[src/rtl/spi_pkg.sv]
// rtl/spi_pkg.sv - shared types and constants for the SPI slave front end
package spi_pkg;

    localparam int FRAME_W = 10;
    localparam int DATA_W  = 8;

    localparam logic [1:0] CMD_WR_ADDR = 2'b00;
    localparam logic [1:0] CMD_WR_DATA = 2'b01;
    localparam logic [1:0] CMD_RD_ADDR = 2'b10;
    localparam logic [1:0] CMD_RD_DATA = 2'b11;

    typedef enum logic [2:0] {
        IDLE,
        CHK_CMD,
        WRITE,
        READ_ADD,
        READ_DATA
    } spi_state_t;

endpackage

[src/rtl/spi_if.sv]
// rtl/spi_if.sv - SPI pin and RAM command/read-data bundle
interface spi_if;
    import spi_pkg::*;

    logic               SS_n;
    logic               MOSI;
    logic               MISO;
    logic [FRAME_W-1:0] rx_data;
    logic               rx_valid;
    logic [DATA_W-1:0]  tx_data;
    logic               tx_valid;

    modport slave (
        input  SS_n, MOSI, tx_data, tx_valid,
        output MISO, rx_data, rx_valid
    );

    modport master (
        output SS_n, MOSI, tx_data, tx_valid,
        input  MISO, rx_data, rx_valid
    );
endinterface

[src/rtl/spi_piso.sv]
// rtl/spi_piso.sv - read-byte load/shift-out register, MSB first, registered output bit
module spi_piso
    import spi_pkg::*;
(
    input  logic              clk,
    input  logic              rst,
    input  logic              clr_i,
    input  logic              load_i,
    input  logic [DATA_W-1:0] data_i,
    output logic              bit_o,
    output logic              active_o,
    output logic              done_o,
    output logic              last_o
);

    logic [DATA_W-1:0] shreg_q, shreg_d;
    logic [3:0]        cnt_q, cnt_d;
    logic              active_q, active_d;
    logic              done_q, done_d;
    logic              bit_q, bit_d;

    always_ff @(posedge clk or posedge rst) begin
        if (rst) begin
            shreg_q  <= '0;
            cnt_q    <= '0;
            active_q <= 1'b0;
            done_q   <= 1'b0;
            bit_q    <= 1'b0;
        end else begin
            shreg_q  <= shreg_d;
            cnt_q    <= cnt_d;
            active_q <= active_d;
            done_q   <= done_d;
            bit_q    <= bit_d;
        end
    end

    // last_o flags the edge on which the final bit reaches the output register
    assign last_o = active_q && (cnt_q == 4'd1);

    always_comb begin
        shreg_d  = shreg_q;
        cnt_d    = cnt_q;
        active_d = active_q;
        done_d   = done_q;
        bit_d    = 1'b0;
        if (clr_i) begin
            shreg_d  = '0;
            cnt_d    = '0;
            active_d = 1'b0;
            done_d   = 1'b0;
        end else if (load_i) begin
            shreg_d  = data_i;
            cnt_d    = 4'(DATA_W);
            active_d = 1'b1;
            done_d   = 1'b0;
        end else if (active_q) begin
            bit_d   = shreg_q[DATA_W-1];
            shreg_d = {shreg_q[DATA_W-2:0], 1'b0};
            cnt_d   = cnt_q - 4'd1;
            if (last_o) begin
                active_d = 1'b0;
                done_d   = 1'b1;
            end
        end
    end

    assign bit_o    = bit_q;
    assign active_o = active_q;
    assign done_o   = done_q;

endmodule

[src/rtl/spi_slave_if.sv]
// rtl/spi_slave_if.sv - SPI slave: MOSI frame deserialiser and MISO read-byte serialiser
module spi_slave_if
    import spi_pkg::*;
(
    input  logic clk,
    input  logic rst,
    spi_if.slave bus
);

    spi_state_t         state_q, state_d;
    logic [3:0]         cnt_q, cnt_d;
    logic [FRAME_W-2:0] shift_q, shift_d;
    logic [FRAME_W-1:0] rx_data_q, rx_data_d;
    logic               rx_valid_q, rx_valid_d;
    logic               rd_addr_seen_q, rd_addr_seen_d;

    logic piso_clr, piso_load, piso_bit, piso_active, piso_done, piso_last;

    always_ff @(posedge clk or posedge rst) begin
        if (rst) begin
            state_q        <= IDLE;
            cnt_q          <= '0;
            shift_q        <= '0;
            rx_data_q      <= '0;
            rx_valid_q     <= 1'b0;
            rd_addr_seen_q <= 1'b0;
        end else begin
            state_q        <= state_d;
            cnt_q          <= cnt_d;
            shift_q        <= shift_d;
            rx_data_q      <= rx_data_d;
            rx_valid_q     <= rx_valid_d;
            rd_addr_seen_q <= rd_addr_seen_d;
        end
    end

    always_comb begin
        state_d        = state_q;
        cnt_d          = cnt_q;
        shift_d        = shift_q;
        rx_data_d      = rx_data_q;
        rx_valid_d     = 1'b0;
        rd_addr_seen_d = rd_addr_seen_q;
        piso_clr       = 1'b0;
        piso_load      = 1'b0;
        if (bus.SS_n) begin
            state_d  = IDLE;
            cnt_d    = '0;
            shift_d  = '0;
            piso_clr = 1'b1;
        end else begin
            case (state_q)
                IDLE: state_d = CHK_CMD;
                CHK_CMD: begin
                    shift_d = {{(FRAME_W-2){1'b0}}, bus.MOSI};
                    cnt_d   = '0;
                    if (!bus.MOSI)          state_d = WRITE;
                    else if (rd_addr_seen_q) state_d = READ_DATA;
                    else                     state_d = READ_ADD;
                end
                WRITE, READ_ADD, READ_DATA: begin
                    // cnt_q == FRAME_W-1 marks a completed frame; later MOSI bits are ignored
                    if (cnt_q != 4'(FRAME_W - 1)) begin
                        shift_d = {shift_q[FRAME_W-3:0], bus.MOSI};
                        cnt_d   = cnt_q + 4'd1;
                        if (cnt_q == 4'(FRAME_W - 2)) begin
                            rx_data_d  = {shift_q, bus.MOSI};
                            rx_valid_d = 1'b1;
                            if (state_q == READ_ADD) rd_addr_seen_d = 1'b1;
                        end
                    end else if (state_q == READ_DATA) begin
                        if (!piso_active && !piso_done && bus.tx_valid) piso_load = 1'b1;
                        if (piso_last) rd_addr_seen_d = 1'b0;
                    end
                end
                default: state_d = IDLE;
            endcase
        end
    end

    spi_piso u_piso (
        .clk      (clk),
        .rst      (rst),
        .clr_i    (piso_clr),
        .load_i   (piso_load),
        .data_i   (bus.tx_data),
        .bit_o    (piso_bit),
        .active_o (piso_active),
        .done_o   (piso_done),
        .last_o   (piso_last)
    );

    assign bus.MISO     = piso_bit;
    assign bus.rx_data  = rx_data_q;
    assign bus.rx_valid = rx_valid_q;

endmodule
[src/flat_wrapper.sv]
// flat-port wrapper written by rule: the top's interface ports become plain ports
module spi_slave_if_flat import spi_pkg::*;
  (clk, rst, bus_SS_n, bus_MOSI, bus_tx_data, bus_tx_valid, bus_MISO, bus_rx_data, bus_rx_valid);
  spi_if bus_i ();
  input  logic clk;
  input  logic rst;
  input wire logic [$bits(bus_i.SS_n)-1:0] bus_SS_n;
  input wire logic [$bits(bus_i.MOSI)-1:0] bus_MOSI;
  input wire logic [$bits(bus_i.tx_data)-1:0] bus_tx_data;
  input wire logic [$bits(bus_i.tx_valid)-1:0] bus_tx_valid;
  output wire logic [$bits(bus_i.MISO)-1:0] bus_MISO;
  output wire logic [$bits(bus_i.rx_data)-1:0] bus_rx_data;
  output wire logic [$bits(bus_i.rx_valid)-1:0] bus_rx_valid;
  assign bus_i.SS_n = bus_SS_n;
  assign bus_i.MOSI = bus_MOSI;
  assign bus_i.tx_data = bus_tx_data;
  assign bus_i.tx_valid = bus_tx_valid;
  assign bus_MISO = bus_i.MISO;
  assign bus_rx_data = bus_i.rx_data;
  assign bus_rx_valid = bus_i.rx_valid;
  spi_slave_if u_core (.clk(clk), .rst(rst), .bus(bus_i));
endmodule
[config.mk]
export PLATFORM = sky130hd
export DESIGN_NAME = spi_slave_if_flat
export DESIGN_NICKNAME = d
export VERILOG_FILES = /design/src/rtl/spi_pkg.sv /design/src/rtl/spi_if.sv /design/src/rtl/spi_piso.sv /design/src/rtl/spi_slave_if.sv /design/src/flat_wrapper.sv
export SDC_FILE = /design/constraint.sdc
export NUM_CORES = 1
export LEC_CHECK = 0
export ABC_AREA = 1
export CAP_MARGIN = 20
export CORE_MARGIN = 2
export CORE_UTILIZATION = 55
export CTS_CLUSTER_DIAMETER = 30
export DETAILED_ROUTE_END_ITERATION = 10
export PLACE_DENSITY = 0.78
export SLEW_MARGIN = 20
export SYNTH_ARGS = -nofsm -noshare
export SYNTH_HDL_FRONTEND = slang
export SYNTH_SLANG_ARGS = --single-unit
[constraint.sdc]
create_clock -name clk -period 1.88 [get_ports clk]
set_input_delay 0.47 -clock clk [delete_from_list [all_inputs] [get_ports clk]]
set_output_delay 0.47 -clock clk [all_outputs]
set_load 0.02 [all_outputs]
Word-level counts from Yosys, hierarchy flattened
Cells that the tools add are included.
{ "word_totals": {"reg_bits": 43, "inputBits": 13, "output_inout_bits": 12, "wordCells": 83} }
{ "classes": {"add_sub_neg": 2, "eq_ne": 11, "mux": 42, "bitwise": 1, "reduce_logical": 16} }
{ "op_table": {"columns": ["operator", "count"], "rows": [
  ["2-to-1 mux 1 bit", 26],
  ["2-to-1 mux 8 bit", 3],
  ["2-to-1 mux 4 bit", 5],
  ["2-to-1 mux 9 bit", 2],
  ["one-hot mux 9 bit (2 select lines)", 1],
  ["2-to-1 mux 3 bit", 3],
  ["one-hot mux 3 bit (3 select lines)", 1],
  ["nonzero test 3 bit", 3],
  ["one-hot mux 4 bit (2 select lines)", 1],
  ["equality test 3 x 2 -> 1 bit (second input constant)", 2],
  ["inequality test 2 bit (second input constant)", 3],
  ["AND reduction 6 bit", 1],
  ["adder 4 x 1 -> 4 bit (second input constant)", 1],
  ["equality test 4 x 1 -> 1 bit (second input constant)", 1],
  ["equality test 4 bit (second input constant)", 1],
  ["inequality test 4 bit (second input constant)", 1],
  ["AND reduction 2 bit", 2],
  ["AND reduction 4 bit", 1],
  ["nonzero test 2 bit", 2],
  ["subtractor 4 x 1 -> 4 bit (second input constant)", 1],
  ["equality test 3 x 1 -> 1 bit (second input constant)", 1],
  ["equality test 3 bit (second input constant)", 1],
  ["logical AND 1 bit", 3],
  ["logical NOT 3 bit", 1],
  ["other kinds (4)", 5]
]} }

Depth between registers and ports, before layout
Gate-level depths: netlist of the first run.
{ "depth": {"depth_word": 10, "depth_mapped": 10, "mapped_depth_nobuf": 10} }

Cells and area by module
A second synthesis of the first run with hierarchy kept.
{ "hier_totals": {"cells_unflattened": 232, "area_unflattened_um2": 2159.6} }
{ "modules_own_cells": {"columns": ["module", "instances", "cells_each", "area_each_um2", "seq_area_each_um2"], "rows": [
  ["spi_slave_if", 1, 146, 1437.6, 700.7],
  ["spi_piso", 1, 86, 721.9, 375.4]
]} }

Worst setup path after synthesis of the first run
No wires, ideal clock.
{ "synth_timing": {"kind": "register -> register", "startpoint": "register u_core.cnt_q[1]", "endpoint": "register u_core.u_piso.shreg_q[3]", "setup_ns": 0.113, "arrival_time_ns": 1.338, "t_required_ns": 1.767, "setup_slack_ns": 0.429, "stages_incl_launch_ff": 11, "n_path_buf": 1, "period_less_slack_ns": 1.451, "cell_sequence": "dfrtp_1 > inv_1 > ha_1 > nand3_1 > nor2_2 > nand2_4 > buf_6 > nand3_1 > nand2_1 > nand2_1 > inv_1"} }
{ "synth_between": {"elab_chain_len": 6, "elab_cells_between_ends": 7, "classes_between": "eq/ne (1); mux (5); reduce/logical (1)"} }
{ "synth_rtl": {"columns": ["item", "line_no", "source"], "rows": [
  ["from (decl)", "spi_slave_if.sv:11", "logic [3:0] cnt_q, cnt_d;"],
  ["from (signal assigned)", "spi_slave_if.sv:29", "cnt_q <= cnt_d;"],
  ["inequality test 4 bit (*)", "spi_slave_if.sv:63", "if (cnt_q != 4'(FRAME_W - 1)) begin"],
  ["2-to-1 mux 1 bit (*)", "spi_slave_if.sv:63", null],
  ["2-to-1 mux 1 bit (*)", "spi_slave_if.sv:52", "case (state_q)"],
  ["2-to-1 mux 1 bit (*)", "spi_slave_if.sv:46", "if (bus.SS_n) begin"],
  ["2-to-1 mux 8 bit", "spi_piso.sv:52", "end else if (load_i) begin"],
  ["2-to-1 mux 8 bit", "spi_piso.sv:47", "if (clr_i) begin"],
  ["to (signal assigned)", "spi_piso.sv:30", "shreg_q <= shreg_d;"],
  ["to (decl)", "spi_piso.sv:16", "logic [DATA_W-1:0] shreg_q, shreg_d;"]
]} }
Every way passes the cells marked *; elsewhere a longest branch is shown, timed or not.
A chain may end at the register's enable or synchronous reset.

Worst setup path after layout of the first run
{ "layout_timing": {"startpoint": "register u_core.rx_data_q[8] (netlist: u_core.bus.rx_data[8])", "endpoint": "output bus_rx_data[8]"} }
{ "layout_lines": {"columns": ["item", "line_no", "source"], "rows": [
  ["from (decl)", "spi_slave_if.sv:13", "logic [FRAME_W-1:0] rx_data_q, rx_data_d;"],
  ["from (signal assigned)", "spi_slave_if.sv:31", "rx_data_q <= rx_data_d;"],
  ["to (decl)", "flat_wrapper.sv:12", "output wire logic [$bits(bus_i.rx_data)-1:0] bus_rx_data;"]
]} }
No word-level cell between the ends.

==> results of run 1 <==
[synthesized netlist by cell type, types with 2 or more instances]
cell type | n | area [sq um]
o21ai_2 | 13 | 114
nor2_1 | 5 | 18.8
nand2_1 | 100 | 375
nand3_1 | 15 | 75.1
o21bai_1 | 2 | 15.0
buf_6 | 4 | 45.0
dfrtp_1 | 43 | 1080
buf_2 | 2 | 10.0
inv_1 | 25 | 93.8
buf_4 | 2 | 15.0
ha_1 | 5 | 62.6
a21oi_1 | 2 | 10.0
nand3_2 | 3 | 30.0
nand2_2 | 2 | 12.5
o21ai_0 | 5 | 25.0
nand4_1 | 18 | 113
[metal layers]
metal  GRT usage [%]  routed length (um)  up-vias
met5               0                   0        -
met4            11.2                  57        0
met3            4.67                 147        6
met2            33.7                1950       34
met1            30.1                2160      834
li1                -                   -      901
[flip-flops by register name, summed over array words and instances, names as in the netlist]
name / count
u_core.bus.rx_data: 10
u_core.shift_q: 9
u_core.u_piso.shreg_q: 8
u_core.cnt_q: 4
u_core.u_piso.cnt_q: 4
u_core.state_q: 3
u_core.bus.rx_valid: 1
u_core.rd_addr_seen_q: 1
u_core.u_piso.active_o: 1
u_core.u_piso.bit_o: 1
u_core.u_piso.done_o: 1
[layout by cell type, fill, tap and decap left out, drive strengths merged]
cell type      netlist  final
o21ai               18     18
nor2                 6      6
nand2              103    103
o21bai               2      2
inv                 27     27
clkbuf               1      6
nand4               18     18
clkdlybuf4s50        0     24
a21oi                2      2
dfrtp               43     43
nand3               19     19
or2                  1      1
nor3b                1      1
ha                   5      5
o22ai                1      1
o41ai                1      1
buf                  8     12
o311ai               1      1
xor2                 1      1
[area by class of cell]
type	instances	area, sq um	area share (%)
flip-flops and latches	43	1080	41.0
multi-input cells	179	943	36.0
repair buffers	36	368	14.0
inverters	27	104	3.96
clock buffers	6	72.6	2.77
well taps	48	60.1	2.29
[power groups by stage]
stage	Combinational (mW)	Clock [mW]	Sequential [mW]
6_report	0.337	0.543	0.991
5_1_grt	0.370	0.581	0.996
4_1_cts	0.337	0.558	0.990
3_5_place_dp	0.336	0	1.01
3_3_place_gp	0.329	0	1.01
2_1_floorplan	0.218	0	0.999
[per-stage QoR]
stage	instances	worst slack [ns]
2_1_floorplan	258	0.407
3_3_place_gp	333	0.0689
3_5_place_dp	333	0.0237
4_1_cts	339	0.128
5_1_grt	339	0.00625
6_report	339	0.146
[cell families (layout without fill, tap and decap cells)]
logic type      after synthesis  after routing  synth area share (%)
flops                        43             43                  48.9
compound gates               25             25                  8.53
xor+xnor                      1              1                 0.398
buf+inv                      36             69                  8.24
fa+ha+maj                     5              5                  2.84
simple gates                148            148                  31.1
[final timing paths]
check | start | cells past startpoint | end | slack (ns)
worst min register to register | u_core.bus.rx_data[5] | 2 | u_core.bus.rx_data[5] | 0.48
worst max-delay path | u_core.bus.rx_data[8] | 1 | bus_rx_data[8] | 0.15
worst max register to register | u_core.cnt_q[1] | 9 | u_core.u_piso.shreg_q[1] | 0.21
min in group asynchronous | rst | 3 | u_core.shift_q[7] | 0.55
max in group asynchronous | rst | 3 | u_core.bus.rx_data[1] | 1.13
worst min-delay path | u_core.bus.rx_data[5] | 2 | u_core.bus.rx_data[5] | 0.48
==> implementation parameters, run 1 <==
Parameter                              Value

Run status
  Run status    complete, no violations

Placed design
  Placer congestion estimate    0.863
  Post-place instance area    2550 sq um
  Detailed placer's ending HPWL    3.05 mm
  Buffers on Ports    24

Worst setup path
  Top Family by Delay on Critical Path    buffers and inverters
  Kind of end point of the critical path    output port
  Kind of critical path    reg2out
  Critical path buffers and inverters    1
  Arrival time of data at the critical path endpoint    1.26 ns
  Worst path required time    1.41 ns
  Largest fanout on the critical path    2
  Critical Path Source Type    register
  Slowest cell on the critical path    clkdlybuf4s50_1
  Worst stage delay on the critical path    0.62 ns
  CP cell instances    clkdlybuf4s50_1

Timing
  Endpoints failing hold    0
  Number of max-slew violations in the final report    0
  Final critical path time including I/O delays and setup    1.73 ns
  Final hold slack    0.481 ns
  Final Skew    0.00371 ns
  Relative slew slack    77.3%
  RSZ-0062 raised after global routing    no
  Number of setup violations in the final report    0
  Total negative setup slack    0 ns
  Post-route fraction of the period consumed by the critical path    92.2%
  Highest Clock Rate    0.577 GHz
  Least-Margin Pin Slew    0.336 ns

Logic synthesis
  Number of synthesized flops with an enable pin    0
  Mapped Avg Cell Area    8.53 sq um
  Instance count of the mapped netlist    258
  Syn. warnings    0
  Synth Cell Area    2200 sq um
  Post-Synthesis Net Count    276
  Sequential element share of the synthesized area    48.9%
  Library cells used by synthesis    28
  Share of async-settable or async-resettable flops after synthesis    100%
  Number of storage elements in the synthesis netlist    43
  Primary flip-flop cell chosen by synthesis mapping    dfrtp_1

Power
  Highest ir drop seen on vdd    0.000401 V
  Total power consumption of the routed design    1.87 mW
  P_int    1.35 mW
  Pwr per Cell Area    713 nW/um^2
  Net switching power    0.525 mW
  Static leakage    1.30 nW
  Net switching fraction of the power    28.1%
  Sequential fraction of design power    53.0%
  Relative contribution of combinational cells to total power    18.0%
  Clock share of power    29.0%

Route
  Detailed Route Iter0 Violations    101
  Residual DRC    0
  Vias post-DR    1775
  Total wire length after detailed routing    4.31 mm
  Via/cell ratio    5.24
  Antenna-violating nets left    0
  Average detailed-routed wire length per instance    12.7 um
  Number of search-and-repair iterations in the first detailed-routing pass    4

Finish
  Post-route core utilization    70.1%
  Area added between synthesis and finish    19.2%
  Fraction of layout instances using a drive strength above 1    14.4%
  Antenna diode instance count    0
  Number of nets in the final layout    310
  Post-layout instance area    2620 sq um
  Total of fill cells in the finished design    312

CTS
  Clock slew seen by the registers of the worst setup and hold paths    0.07 ns
  Number of buffers between clock root and the deepest sink    2
  Number of levels in the clock H-tree    2
  Clock tree from TritonCTS    done
  Number of setup buffers added after CTS    0
  Skew-Pair Late Insertion Delay    0.30 ns
  Clock Root Buffer    clkbuf_8
  Total CTS buffers    5
  Hold_buf cts    0
  Number of cells upsized or downsized after cts    0
  Clock Sinks    43

GRT
  First-pass GRT wire length    7.45 mm
  Number of antenna violations at the first check in global routing    0
  Largest net degree at the start of global routing    44
  Global routing usage summed across all routing layers    22.2%
  Number of global-route vias before repair    1664
  Overflow after GRT    0

Die
  Die Y    67.3 um
  Row cnt    22
  DIE WIDTH    67.3 um
  Initial Util    58.8%
  Die area    4520 sq um
  Core ar.    3740 sq um
  Number of ports placed on the die boundary    25

Job
  Number of violations of the max-capacitance limit    0

Hold path
  Path type of the worst min-delay path    reg2reg
Power figures use the tool's default switching activity.
==> run 2: changes to the inputs <==
--- a/config.mk
+++ b/config.mk
@@ -11,7 +11,7 @@
 export CORE_UTILIZATION = 55
 export CTS_CLUSTER_DIAMETER = 30
 export DETAILED_ROUTE_END_ITERATION = 10
-export PLACE_DENSITY = 0.78
+export PLACE_DENSITY = 0.8
 export SLEW_MARGIN = 20
 export SYNTH_ARGS = -nofsm -noshare
 export SYNTH_HDL_FRONTEND = slang
==> constraint.sdc (replaced) <==
create_clock -name clk -period 1.8 [get_ports clk]
set_input_delay 0.45 -clock clk [delete_from_list [all_inputs] [get_ports clk]]
set_output_delay 0.45 -clock clk [all_outputs]
set_load 0.02 [all_outputs]
==> run 2 against run 1 <==
Compared with the run above:
- routed wire length fell by 0.37%
- cell count grew 1.5%
- sequential power up 4%
- register-to-register slack is essentially flat
- clock power grew 62%
- non-clock buffer count is 3 higher
- core utilization grew 2.2 points
- largest cell class unchanged
- combinational power is 5% higher
- global-route usage fell by 0.083 points
==> implementation parameters, run 2 (synthesis gave the netlist of run 1 again) <==
Parameter                              Value

Finish
  Area added between synthesis and finish    23.0%
  Flip-flop count of the largest register, all copies and words added    10
  Post-layout instance area    2710 sq um
  Post-route core utilization    72.3%
  Number of nets in the final layout    313
  Fraction of layout instances using a drive strength above 1    15.9%
  Antenna diode instance count    0
  Highest-count cells in the layout ignoring fill and taps    nand2_1 (100), dfrtp_1 (43), inv_1 (25), clkdlybuf4s50_1 (24), nand4_1 (18)
  Commonest non-fill, non-tap cell in the layout    nand2_1
  Final Instance Count excl. Fillers    344

Route
  Average detailed-routed wire length per instance    12.5 um
  Vias post-DR    1806
  Residual DRC    0
  Via/cell ratio    5.25
  Number of search-and-repair iterations in the first detailed-routing pass    5
  Detailed Route Iter0 Violations    150
  Total wire length after detailed routing    4.30 mm
  Antenna-violating nets left    0

Timing
  Least-Margin Pin Slew    0.324 ns
  Endpoints failing hold    0
  Final Skew    0.00365 ns
  Total negative setup slack    0 ns
  Number of max-slew violations in the final report    0
  Final critical path time including I/O delays and setup    1.71 ns
  Post-route fraction of the period consumed by the critical path    94.9%
  Number of setup violations in the final report    0
  Highest Clock Rate    0.586 GHz
  Relative slew slack    78.1%
  RSZ-0062 raised after global routing    no
  Final hold slack    0.481 ns
  Final setup slack of the worst path    0.0924 ns

Worst setup path
  CP cell instances    clkdlybuf4s50_1
  Largest fanout on the critical path    2
  Critical Path Source Type    register
  Slowest cell on the critical path    clkdlybuf4s50_1
  Worst path required time    1.35 ns
  Top Family by Delay on Critical Path    buffers and inverters
  Kind of end point of the critical path    output port
  R2R setup slack    0.20 ns
  Kind of critical path    reg2out
  Worst stage delay on the critical path    0.60 ns
  Arrival time of data at the critical path endpoint    1.26 ns
  Critical path buffers and inverters    1

CTS
  Number of levels in the clock H-tree    2
  Number of setup buffers added after CTS    0
  Clock Sinks    43
  Number of buffers between clock root and the deepest sink    2
  Clock Root Buffer    clkbuf_8
  Hold_buf cts    0
  Number of cells upsized or downsized after cts    0
  Clock tree from TritonCTS    done
  Skew-Pair Late Insertion Delay    0.30 ns
  Clock slew seen by the registers of the worst setup and hold paths    0.08 ns
  Total CTS buffers    5

GRT
  Number of global-route vias before repair    1653
  First-pass GRT wire length    7.39 mm
  Overflow after GRT    0
  Number of antenna violations at the first check in global routing    0
  Grt met2 use    33.8%
  Met3 Resource Use GR    6.50%
  Largest net degree at the start of global routing    44
  Global routing usage summed across all routing layers    22.1%
  Most used routing layer in global routing    met2
  Met1 track utilization from global routing    29.5%

Placed design
  Worst setup timing slack at the placement stage    -0.00975 ns
  DP Cell Count    334
  Post-place instance area    2560 sq um
  Detailed placer's ending HPWL    3.03 mm
  Placer congestion estimate    0.879
  Buffers on Ports    24

Power
  Static leakage    1.34 nW
  Highest ir drop seen on vdd    0.000722 V
  Pwr per Cell Area    837 nW/um^2
  Total power consumption of the routed design    2.26 mW

Run status
  Run status    complete, no violations

Job
  Number of violations of the max-capacitance limit    0

Die
  Number of ports placed on the die boundary    25
  Initial Util    58.8%
  Row cnt    22
  Die area    4520 sq um
  Core ar.    3740 sq um
  DIE WIDTH    67.3 um
  Die Y    67.3 um

Hold path
  Path type of the worst min-delay path    reg2reg
run 2: final timing paths:
check | startpoint | end | cells past startpoint
worst max-delay path | u_core.bus.rx_data[2] | bus_rx_data[2] | 1
worst min-delay path | u_core.bus.rx_data[9] | u_core.bus.rx_data[9] | 2
worst max register to register | u_core.cnt_q[1] | u_core.u_piso.shreg_q[5] | 10
worst min register to register | u_core.bus.rx_data[9] | u_core.bus.rx_data[9] | 2
max in group asynchronous | rst | u_core.u_piso.shreg_q[0] | 3
min in group asynchronous | rst | u_core.state_q[0] | 3
run 2: cell type report:
cell class	instances	area (sq um)
clock buffers	6	72.6
clock inverters	2	60.1
fillers	290	1040
inverters	27	104
multi-input cells	179	943
flip-flops and latches	43	1080
well taps	48	60.1
repair buffers	39	390
run 2: power by group:
| group | internal (mW) | switching [mW] |
|---|---|---|
| registers | 0.999 | 0.0356 |
| logic | 0.147 | 0.206 |
| clock network | 0.554 | 0.323 |
run 2: layer usage:
layer,up-vias,part of all wire [%]
met3,5,4.2
li1,905,-
met1,858,49
met5,-,0
met4,0,1.5
met2,38,45
